### config.mk
export PLATFORM = sky130hd
export DESIGN_NAME = snitch_load_rob
export DESIGN_NICKNAME = d
export VERILOG_FILES = /design/src/rtl/snitch_load_rob.sv
export SDC_FILE = /design/constraint.sdc
export NUM_CORES = 1
export LEC_CHECK = 0
export ABC_AREA = 1
export BUFFER_PORTS_ARGS = -buffer_cell sky130_fd_sc_hd__buf_4
export CAP_MARGIN = 20
export CELL_PAD_IN_SITES_DETAIL_PLACEMENT = 1
export CELL_PAD_IN_SITES_GLOBAL_PLACEMENT = 1
export CORE_MARGIN = 2
export CORE_UTILIZATION = 35
export CTS_BUF_LIST = sky130_fd_sc_hd__clkbuf_8
export CTS_CLUSTER_DIAMETER = 40
export DETAILED_ROUTE_END_ITERATION = 10
export GPL_ROUTABILITY_DRIVEN = 0
export HOLD_SLACK_MARGIN = 0.15
export PLACE_DENSITY = 0.62
export REMOVE_ABC_BUFFERS = 1
export SLEW_MARGIN = 15
export SYNTH_ARGS = -nofsm -noshare
export SYNTH_HDL_FRONTEND = slang
export SYNTH_SLANG_ARGS = --single-unit
export TNS_END_PERCENT = 5
### constraint.sdc
create_clock -name clk_i -period 2.6 [get_ports clk_i]
set_input_delay 0.39 -clock clk_i [delete_from_list [all_inputs] [get_ports clk_i]]
set_output_delay 0.39 -clock clk_i [all_outputs]
set_load 0.05 [all_outputs]
### src/rtl/snitch_load_rob.sv
// snitch_load_rob: hands out load IDs in order, collects out-of-order responses, releases in issue order
module snitch_load_rob #(
  parameter int unsigned DataWidth      = 32,
  parameter int unsigned NumOutstanding = 8,
  parameter int unsigned IdWidth        = (NumOutstanding > 1) ? $clog2(NumOutstanding) : 1,
  parameter int unsigned CntWidth       = $clog2(NumOutstanding + 1)
) (
  input  logic                 clk_i,
  input  logic                 rst_i,
  input  logic                 alloc_valid_i,
  output logic                 alloc_ready_o,
  output logic [IdWidth-1:0]   alloc_id_o,
  input  logic                 resp_valid_i,
  input  logic [IdWidth-1:0]   resp_id_i,
  input  logic [DataWidth-1:0] resp_data_i,
  input  logic                 resp_error_i,
  output logic                 out_valid_o,
  input  logic                 out_ready_i,
  output logic [IdWidth-1:0]   out_id_o,
  output logic [DataWidth-1:0] out_data_o,
  output logic                 out_error_o,
  output logic [CntWidth-1:0]  count_o,
  output logic                 empty_o,
  output logic                 proto_err_o
);
  localparam logic [IdWidth-1:0]  LAST = IdWidth'(NumOutstanding - 1);
  localparam logic [CntWidth-1:0] FULL = CntWidth'(NumOutstanding);
  localparam logic [IdWidth:0]    NUM  = (IdWidth + 1)'(NumOutstanding);
  logic [IdWidth-1:0]        head_q, tail_q;
  logic [CntWidth-1:0]       count_q;
  logic [NumOutstanding-1:0] alloc_q, filled_q, err_q;
  logic [DataWidth-1:0]      data_q [NumOutstanding];
  logic                      proto_err_q;
  logic                      do_alloc, do_release, resp_ok;
  // alloc_ready looks only at registered count, so a release never frees a slot in the same cycle
  assign alloc_ready_o = count_q != FULL;
  assign alloc_id_o    = tail_q;
  assign do_alloc      = alloc_valid_i && alloc_ready_o;
  assign out_valid_o   = alloc_q[head_q] && filled_q[head_q];
  assign do_release    = out_valid_o && out_ready_i;
  assign out_id_o      = head_q;
  assign out_data_o    = data_q[head_q];
  assign out_error_o   = err_q[head_q];
  assign count_o       = count_q;
  assign empty_o       = count_q == '0;
  assign proto_err_o   = proto_err_q;
  assign resp_ok       = resp_valid_i && ({1'b0, resp_id_i} < NUM) &&
                         alloc_q[resp_id_i] && !filled_q[resp_id_i];
  always_ff @(posedge clk_i) begin
    if (rst_i) begin
      head_q      <= '0;
      tail_q      <= '0;
      count_q     <= '0;
      alloc_q     <= '0;
      filled_q    <= '0;
      err_q       <= '0;
      proto_err_q <= 1'b0;
      for (int i = 0; i < NumOutstanding; i++) data_q[i] <= '0;
    end else begin
      if (do_alloc) begin
        alloc_q[tail_q]  <= 1'b1;
        filled_q[tail_q] <= 1'b0;
        tail_q           <= (tail_q == LAST) ? '0 : tail_q + 1'b1;
      end
      if (resp_ok) begin
        data_q[resp_id_i]   <= resp_data_i;
        err_q[resp_id_i]    <= resp_error_i;
        filled_q[resp_id_i] <= 1'b1;
      end
      if (do_release) begin
        alloc_q[head_q]  <= 1'b0;
        filled_q[head_q] <= 1'b0;
        head_q           <= (head_q == LAST) ? '0 : head_q + 1'b1;
      end
      count_q     <= count_q + CntWidth'(do_alloc) - CntWidth'(do_release);
      proto_err_q <= resp_valid_i && !resp_ok;
    end
  end
endmodule

==> results.py, run 1 <==
metrics = {
    "run_status": {
        "status": "completed",
    },
    "final_layout": {
        "post-route-util_pct": 44.6,
        "area_growth_pct": 25.6,
        "nNetsFinal": 1584,
        "fillCellCount": 4247,
        "diodes": 0,
        "final_layout_size_suffix_gt1_share_pct": 16.2,
    },
    "timing": {
        "fmax_ghz": 0.387,
        "totalNegativeSetupSlack_ps": 0,
        "rsz0062_at_grt": "true",
        "hold_ws_ps": 195,
        "final-setup-viol-count": 0,
        "fin_ws_ps": 18.4,
        "hold_viol_final": 0,
        "worstMarginPinSlew_ps": 607,
        "slew_violations": 0,
        "finClkSkew_ps": 41.7,
        "fin_crit_sh_pct": 99.3,
        "period_minus_slack_ps": 2580,
        "slew_headroom_pct": 59.3,
    },
    "clock_network": {
        "cts-root-buf": "clkbuf_8",
        "clk_latency_ps": 650,
        "clk_pin_slew_worst_paths_ps": 60,
        "clock_sinks": 294,
        "tritoncts": "built",
        "cts-htree-levels": 2,
        "cts_made_buffers": 56,
        "cts.path.max_buffers": 3,
    },
    "global_route": {
        "antenna_found_initial": 0,
        "grt_pass1_wl_um": 62000,
        "grt_pass1_vias": 10900,
        "grt_max_degree": 60,
        "grt_usage_pct": 20.7,
        "gr-total-overflow": 0,
    },
    "floorplanning": {
        "row_count": 71,
        "core-area_um2": 37700,
        "design.die.area_um2": 39800,
        "die_x_um": 199,
        "start_util_pct": 35.5,
        "io_pins": 88,
        "fp.dieH_um": 199,
    },
    "power": {
        "power.total_mw": 11.2,
        "pwr_density_cell_nw_per_um2": 668,
        "p_leak_nw": 7.11,
        "ir_drop_mv": 0.451,
    },
    "yosys": {
        "yosys_warnings": 0,
        "syn-mean-instance-area_um2": 9.54,
        "netlist_top_cells_count": "nor2_1 (487), edfxtp_1 (256), nand2_1 (220)",
        "synth_enable_flop_cells": 256,
        "syn_inst": 1401,
        "yosysSeqAreaShare_pct": 63.2,
        "synth_ff_type": "edfxtp_1",
        "synthTopCellsByArea": "edfxtp_1 (58%), nor2_1 (14%), nand2_1 (6.2%)",
        "yosysMostFrequentCell": "nor2_1",
        "synth_largest_area_cell": "edfxtp_1",
        "ys_ff_latch": 294,
        "async_flop_share_pct": 0,
        "synth_cell_types": 31,
        "synth_area_um2": 13400,
        "synth_top_cell_area_share_pct": 57.5,
    },
    "detailed_routing": {
        "via_count": 10600,
        "ant_nets": 0,
        "drc": 0,
        "post_drt_wl_per_cell_um": 20.0,
        "viasPerCell": 5.10,
        "drt_iter0_drc": 642,
        "routed_wl_um": 41600,
        "drt_first_pass_iters": 5,
    },
    "critical_path": {
        "endpoint_kind": "output port",
        "worstSetupPathType": "reg2out",
        "cp_max_fo": 23,
        "cp.required_ps": 2210,
        "crit_path_start_kind": "flip-flop",
        "crit_arrival_ps": 2190,
    },
    "place": {
        "place_hpwl_um": 22200,
        "dpl_worst_slack_ps": 143,
        "portBuffers": 87,
    },
    "flow_run": {
        "max_cap_violations": 0,
    },
    "min_path": {
        "hp-class": "in2reg",
    },
}
[critical path: stages, from the launching register on]
cell,delay [ps]
dfxtp_4,370
buf_12,130
clkinv_8,140
buf_6,180
nor2_1,50
o32ai_1,270
nand2_1,110
nand2_1,140
buf_6,180
[repair_timing]
action / 4_1_cts / 5_1_grt
resized for setup: 6 / 41
setup buffers: 2 / 4
gates cloned: 1 / 7
pin swaps: 0 / 1
hold buffers: 23 / 0
endpoints found under the hold margin: 128 / 0
setup endpoints to repair: 28 / 31
[logic make-up (layout without fill, tap and decap cells)]
group                      after synthesis  in the layout  synth area share, %
AOI/OAI and AO/OA                      153            153                 7.64
and+or+nand+nor                        772            772                 22.7
DFF                                    294            294                 63.2
buffers and inverters                  170            343                 5.31
adders and majority gates               11             11                 1.09
xor gates and xnor gates                 1              1               0.0655
[flip-flops by register name (all words and copies together) (netlist names), named ones only]
register and cells:
proto_err_o 1, alloc_id_o 3, err_q 8, filled_q 8, data_q 256, alloc_q 8
out_id_o 3, count_o 4
[through the flow]
step | instances | area [um2]
final | 2085 | 16800
after global routing | 2085 | 16800
after CTS | 2074 | 16400
after detailed placement | 1948 | 14900
after global placement | 1948 | 14900
after floorplan | 1310 | 13000
[per-layer routing]
layer  routed length [um]  part of all wire, %  up-vias  global-route usage [%]
li1                     -                    -     4993                       -
met1                18000                   43     5320                    26.3
met2                20900                   50      250                    36.4
met3                 1880                  4.5       61                    2.92
met4                  840                  2.0        0                    6.69
met5                    0                    0        -                       0
[power by group]
group / internal, mW / switching, mW
clock network: 2.77 / 2.05
registers: 5.29 / 0.0814
logic: 0.325 / 0.698
total: 8.38 / 2.83
[final timing paths]
kind,start,end,slack [ps],cells past startpoint
setup / recovery,flip-flop,out_data_o[11],20,8
hold / removal,out_ready_i,flip-flop,190,4
setup reg to reg,out_id_o[0],count_o[2],190,16
hold reg to reg,err_q[2],err_q[2],490,2
[final cells by class]
type                       count  area [um2]  share of cell area [%]
inverter                      79         313                    1.86
tap                          511         639                    3.81
timing repair inverter         1        7.51                  0.0447
clock inverter                42         370                    2.21
multi-input combinational    937        4350                    25.9
sequential                   294        8460                    50.4
clock buffer                  58         798                    4.76
timing repair buffer         163        1850                    11.0
[cells in the final DEF, fill, tap and decap left out, types with 34 or more instances in the layout]
cell type | netlist | final
nor2_1 | 487 | 487
clkbuf_8 | 0 | 58
buf_4 | 2 | 89
o21ai_0 | 74 | 73
inv_1 | 77 | 88
o32ai_1 | 64 | 56
dfxtp_1 | 38 | 34
nand2_1 | 220 | 209
edfxtp_1 | 256 | 256
Power figures use the tool's default switching activity.
==> inputs of run 2 (changes only) <==
==> constraint.sdc (replaced) <==
create_clock -name clk_i -period 2.6 [get_ports clk_i]
set_input_delay 0.13 -clock clk_i [delete_from_list [all_inputs] [get_ports clk_i]]
set_output_delay 0.13 -clock clk_i [all_outputs]
set_load 0.05 [all_outputs]
==> results.py, run 2 (synthesis gave the netlist of run 1 again) <==
metrics = {
    "run_status": {
        "status": "completed",
    },
    "power": {
        "swShare_pct": 25.4,
        "p_seq_share_pct": 49.4,
        "switching_power_mw": 2.77,
        "comb_power_share_pct": 9.4,
        "power.total_mw": 10.9,
        "pwr_density_cell_nw_per_um2": 665,
        "ir_drop_mv": 0.414,
        "power_frac_clock_pct": 41.2,
        "p_int_mw": 8.12,
        "p_leak_nw": 6.95,
    },
    "timing": {
        "fin_crit_sh_pct": 93.4,
        "finClkSkew_ps": 50.2,
        "slew_violations": 0,
        "hold_viol_final": 0,
        "worstMarginPinSlew_ps": 736,
        "rsz0062_at_grt": "false",
        "hold_ws_ps": 270,
        "totalNegativeSetupSlack_ps": 0,
        "final-setup-viol-count": 0,
        "fin_ws_ps": 173,
        "slew_headroom_pct": 50.9,
        "period_minus_slack_ps": 2430,
        "fmax_ghz": 0.412,
    },
    "floorplanning": {
        "start_util_pct": 35.5,
        "io_pins": 88,
        "design.die.area_um2": 39800,
        "core-area_um2": 37700,
        "fp.dieH_um": 199,
        "die_x_um": 199,
        "row_count": 71,
    },
    "critical_path": {
        "crit_slowest_cell": "dfxtp_1",
        "path_common_cell": "nand2_1",
        "crit_arrival_ps": 2960,
        "worstSetupPathType": "reg2reg",
        "critPathMaxStageDelay_ps": 370,
        "cp_max_fo": 11,
        "endpoint_kind": "flip-flop",
        "cp.required_ps": 3130,
        "worstPathCellList": "clkinvlp_4, nand2_1, nand3_1, nand2_1, nand2_1, nand2_1, nand3_2, inv_1, ha_1, inv_1, ha_1, nand2_1, nor2_1, a211oi_1, o21ai_0, a21oi_1",
        "crit_path_start_kind": "flip-flop",
    },
    "clock_network": {
        "tritoncts": "built",
        "cts_made_buffers": 57,
        "clk_pin_slew_worst_paths_ps": 60,
        "cts.path.max_buffers": 3,
        "cts-root-buf": "clkbuf_8",
        "clock_sinks": 294,
        "clk_latency_ps": 650,
        "cts-htree-levels": 2,
    },
    "detailed_routing": {
        "viasPerCell": 5.02,
        "post_drt_wl_per_cell_um": 18.7,
        "ant_nets": 0,
        "drt_iter0_drc": 464,
        "drc": 0,
        "routed_wl_um": 39100,
        "via_count": 10500,
        "drt_first_pass_iters": 4,
    },
    "final_layout": {
        "final_layout_size_suffix_gt1_share_pct": 14.4,
        "diodes": 0,
        "final_cell_mix": "nor2_1 (487), edfxtp_1 (256), nand2_1 (212)",
        "area_growth_pct": 22.5,
        "mostFrequentLayoutCell": "nor2_1",
        "regMostFlops": "data_q",
        "largest_reg_flops": 256,
        "nNetsFinal": 1593,
        "fillCellCount": 4319,
    },
    "place": {
        "dpl_worst_slack_ps": 169,
        "portBuffers": 87,
        "place_hpwl_um": 22400,
    },
    "global_route": {
        "gr-total-overflow": 0,
        "grt_max_degree": 99,
        "grt_pass1_wl_um": 60700,
        "use_met3_pct": 3.54,
        "grt_usage_pct": 20.2,
        "grt_busiest_layer": "met2",
        "antenna_found_initial": 0,
        "met1_usage_pct": 25.9,
        "grt_pass1_vias": 10900,
        "grt_use_met2_pct": 34.8,
    },
    "min_path": {
        "hp-class": "in2reg",
    },
    "flow_run": {
        "max_cap_violations": 0,
    },
}
## run 2: changes by cell type in the layout (fill, tap and decap cells not counted), sizes merged, moves of 3 or more
cell	before	now
dlygate4sd3	23	42
clkinv	19	12
inv	91	98
clkbuf	64	59
buf	134	130
bufinv	7	4
## run 2: worst max-delay path, delay by kind of cell, from the launching register on
| family | cells | cell delay (ps) |
|---|---|---|
| buf+inv | 3 | 350 |
| flops | 1 | 370 |
| fa+ha+maj | 2 | 450 |
| simple gates | 8 | 660 |
| compound gates | 3 | 510 |
## run 2: worst paths after layout
| check | start | to | slack (ps) | cells after the start |
|---|---|---|---|---|
| setup / recovery | out_id_o[0] | count_o[3] | 170 | 16 |
| hold reg to reg | err_q[1] | err_q[1] | 490 | 2 |
| setup reg to reg | out_id_o[0] | count_o[3] | 170 | 16 |
| hold / removal | rst_i | count_o[1] | 270 | 3 |
## run 2: power groups by stage
stage               Sequential [mW]  Clock (mW)  Combinational [mW]
floorplan                      5.55           0               0.500
global placement               5.47           0               0.965
detailed placement             5.47           0               0.979
CTS                            5.38        4.63                1.03
global route                   5.39        4.82                1.11
finish                         5.38        4.49                1.02
## run 2: timing repair
item,4_1_cts,5_1_grt
setup buffers,1,3
hold buffers,42,0
hold endpoints to repair,290,0
setup endpoints to repair,27,21
gates resized for setup,2,6
## run 2: layout make-up
type                       instances  area (um2)  area share [%]
clock buffer                      59         812            4.96
clock inverter                    38         285            1.74
sequential                       294        8460            51.6
inverter                          79         313            1.91
multi-input combinational        937        4270            26.1
tap                              511         639            3.90
timing repair buffer             172        1600            9.79
## run 2: through the flow
stage          area (um2)  std cells  utilization [%]
5_1_grt             16400       2090             43.5
3_5_place_dp        14800       1947             39.3
4_1_cts             16300       2087             43.3
2_1_floorplan       13000       1310                -
3_3_place_gp        14800       1947             39.3
6_report            16400       2090             43.5
## run 2: per-layer routing
metal / up-vias / share of wire [%]
met1: 5258 / 45
li1: 5002 / -
met4: 0 / 2.1
met5: - / 0
met2: 189 / 49
met3: 53 / 3.7
==> inputs of run 3 (changes only) <==
Clock period 2.6 ns to 2.8 ns, I/O delays scaled along.
==> results.py, run 3 (synthesis gave the netlist of run 1 again) <==
metrics = {
    "run_status": {
        "status": "completed",
    },
    "min_path": {
        "hold_end": "count_o[1]",
        "hold_depth": 3,
        "hp-start": "rst_i",
        "hp-class": "in2reg",
    },
    "timing": {
        "hold_viol_final": 0,
        "slew_headroom_pct": 55.6,
        "period_minus_slack_ps": 2660,
        "final-setup-viol-count": 0,
        "slew_violations": 0,
        "rsz0062_at_grt": "false",
        "fmax_ghz": 0.376,
        "worstMarginPinSlew_ps": 666,
        "finClkSkew_ps": 23.9,
        "fin_crit_sh_pct": 95.0,
        "totalNegativeSetupSlack_ps": 0,
        "fin_ws_ps": 141,
        "hold_ws_ps": 258,
    },
    "detailed_routing": {
        "viasPerCell": 5.04,
        "via_count": 10500,
        "drt_first_pass_iters": 5,
        "drc": 0,
        "drt_iter0_drc": 590,
        "routed_wl_um": 40200,
        "ant_nets": 0,
        "post_drt_wl_per_cell_um": 19.2,
    },
    "clock_network": {
        "cts_made_buffers": 56,
        "clk_pin_slew_worst_paths_ps": 60,
        "clk_latency_ps": 640,
        "tritoncts": "built",
        "cts-htree-levels": 2,
        "clock_sinks": 294,
        "cts.path.max_buffers": 3,
        "cts-root-buf": "clkbuf_8",
    },
    "critical_path": {
        "endpoint_kind": "flip-flop",
        "cp.required_ps": 3370,
        "r2r_start": "alloc_q[1]",
        "cp_max_fo": 13,
        "r2r-end": "err_q[2]",
        "worstSetupPathType": "in2reg",
        "ff2ff_setup_slack_ps": 220,
        "crit_path_start_kind": "primary input",
        "r2r_cells": 12,
        "crit_arrival_ps": 3230,
    },
    "floorplanning": {
        "design.die.area_um2": 39800,
        "start_util_pct": 35.5,
        "row_count": 71,
        "core-area_um2": 37700,
        "fp.dieH_um": 199,
        "die_x_um": 199,
        "io_pins": 88,
    },
    "place": {
        "dpl_cell_area_um2": 14700,
        "place_hpwl_um": 22000,
        "placed_cells": 1943,
        "portBuffers": 87,
        "dpl_worst_slack_ps": 166,
    },
    "global_route": {
        "antenna_found_initial": 0,
        "grt_max_degree": 129,
        "gr-total-overflow": 0,
        "grt_usage_pct": 20.8,
        "grt_pass1_vias": 11000,
        "grt_pass1_wl_um": 62300,
    },
    "final_layout": {
        "final_cell_mix": "nor2_1 (487), edfxtp_1 (256), nand2_1 (212)",
        "area_growth_pct": 21.9,
        "post-route-util_pct": 43.2,
        "nNetsFinal": 1588,
        "diodes": 0,
        "largest_reg_flops": 256,
        "regMostFlops": "data_q",
        "final_area_um2": 16300,
        "mostFrequentLayoutCell": "nor2_1",
        "final_layout_size_suffix_gt1_share_pct": 14.5,
        "stdcell_count": 2094,
    },
    "power": {
        "ir_drop_mv": 0.493,
        "power.total_mw": 10.2,
        "p_leak_nw": 6.88,
        "pwr_density_cell_nw_per_um2": 623,
    },
    "flow_run": {
        "max_cap_violations": 0,
    },
}
run 3: worst max path at each step:
stage,startpoint,end,cells past startpoint
after floorplan,flip-flop,out_data_o[0],5
after detailed placement,out_id_o[0],count_o[2],16
final,resp_id_i[0],err_q[2],15
after global routing,flip-flop,out_data_o[26],7
after CTS,resp_id_i[0],err_q[2],15
after global placement,out_id_o[0],count_o[2],16
run 3: per-layer routing:
layer / wire length [um] / track usage, %
met1: 18200 / 26.9
met2: 19500 / 35.7
met3: 1760 / 3.90
met4: 699 / 5.43
met5: 0 / 0
run 3: cell type report:
type                    count  area [um2]
flip-flops and latches    294        8460
fillers                  4353       21400
repair buffers            168        1510
clock buffers              57         785
well taps                 511         639
inverters                  79         303
clock inverters            48         330
multi-input cells         937        4270
run 3: timing repair:
item                       4_1_cts  5_1_grt
hold buffers                    43        0
hold endpoints to repair       293        0
setup buffers                    0        3
resized for setup                0        2
setup endpoints to repair        0        3
run 3: worst max-delay path, stage by stage:
cell,delay (ps)
dlygate4sd3_1,530
buf_4,190
inv_2,210
nand2_1,80
nand2_1,60
nand2_1,40
nand2_1,60
nand2_1,50
nand2_2,170
inv_1,110
nor2_4,260
nand4_1,120
dlygate4sd3_1,580
nand2_1,60
dlygate4sd3_1,540
run 3: power breakdown:
group	switching, mW	leakage (nW)	internal (mW)
Combinational	0.650	3.32	0.302
Clock	1.93	0.607	2.28
Sequential	0.0739	2.95	4.91
Total	2.66	6.88	7.50
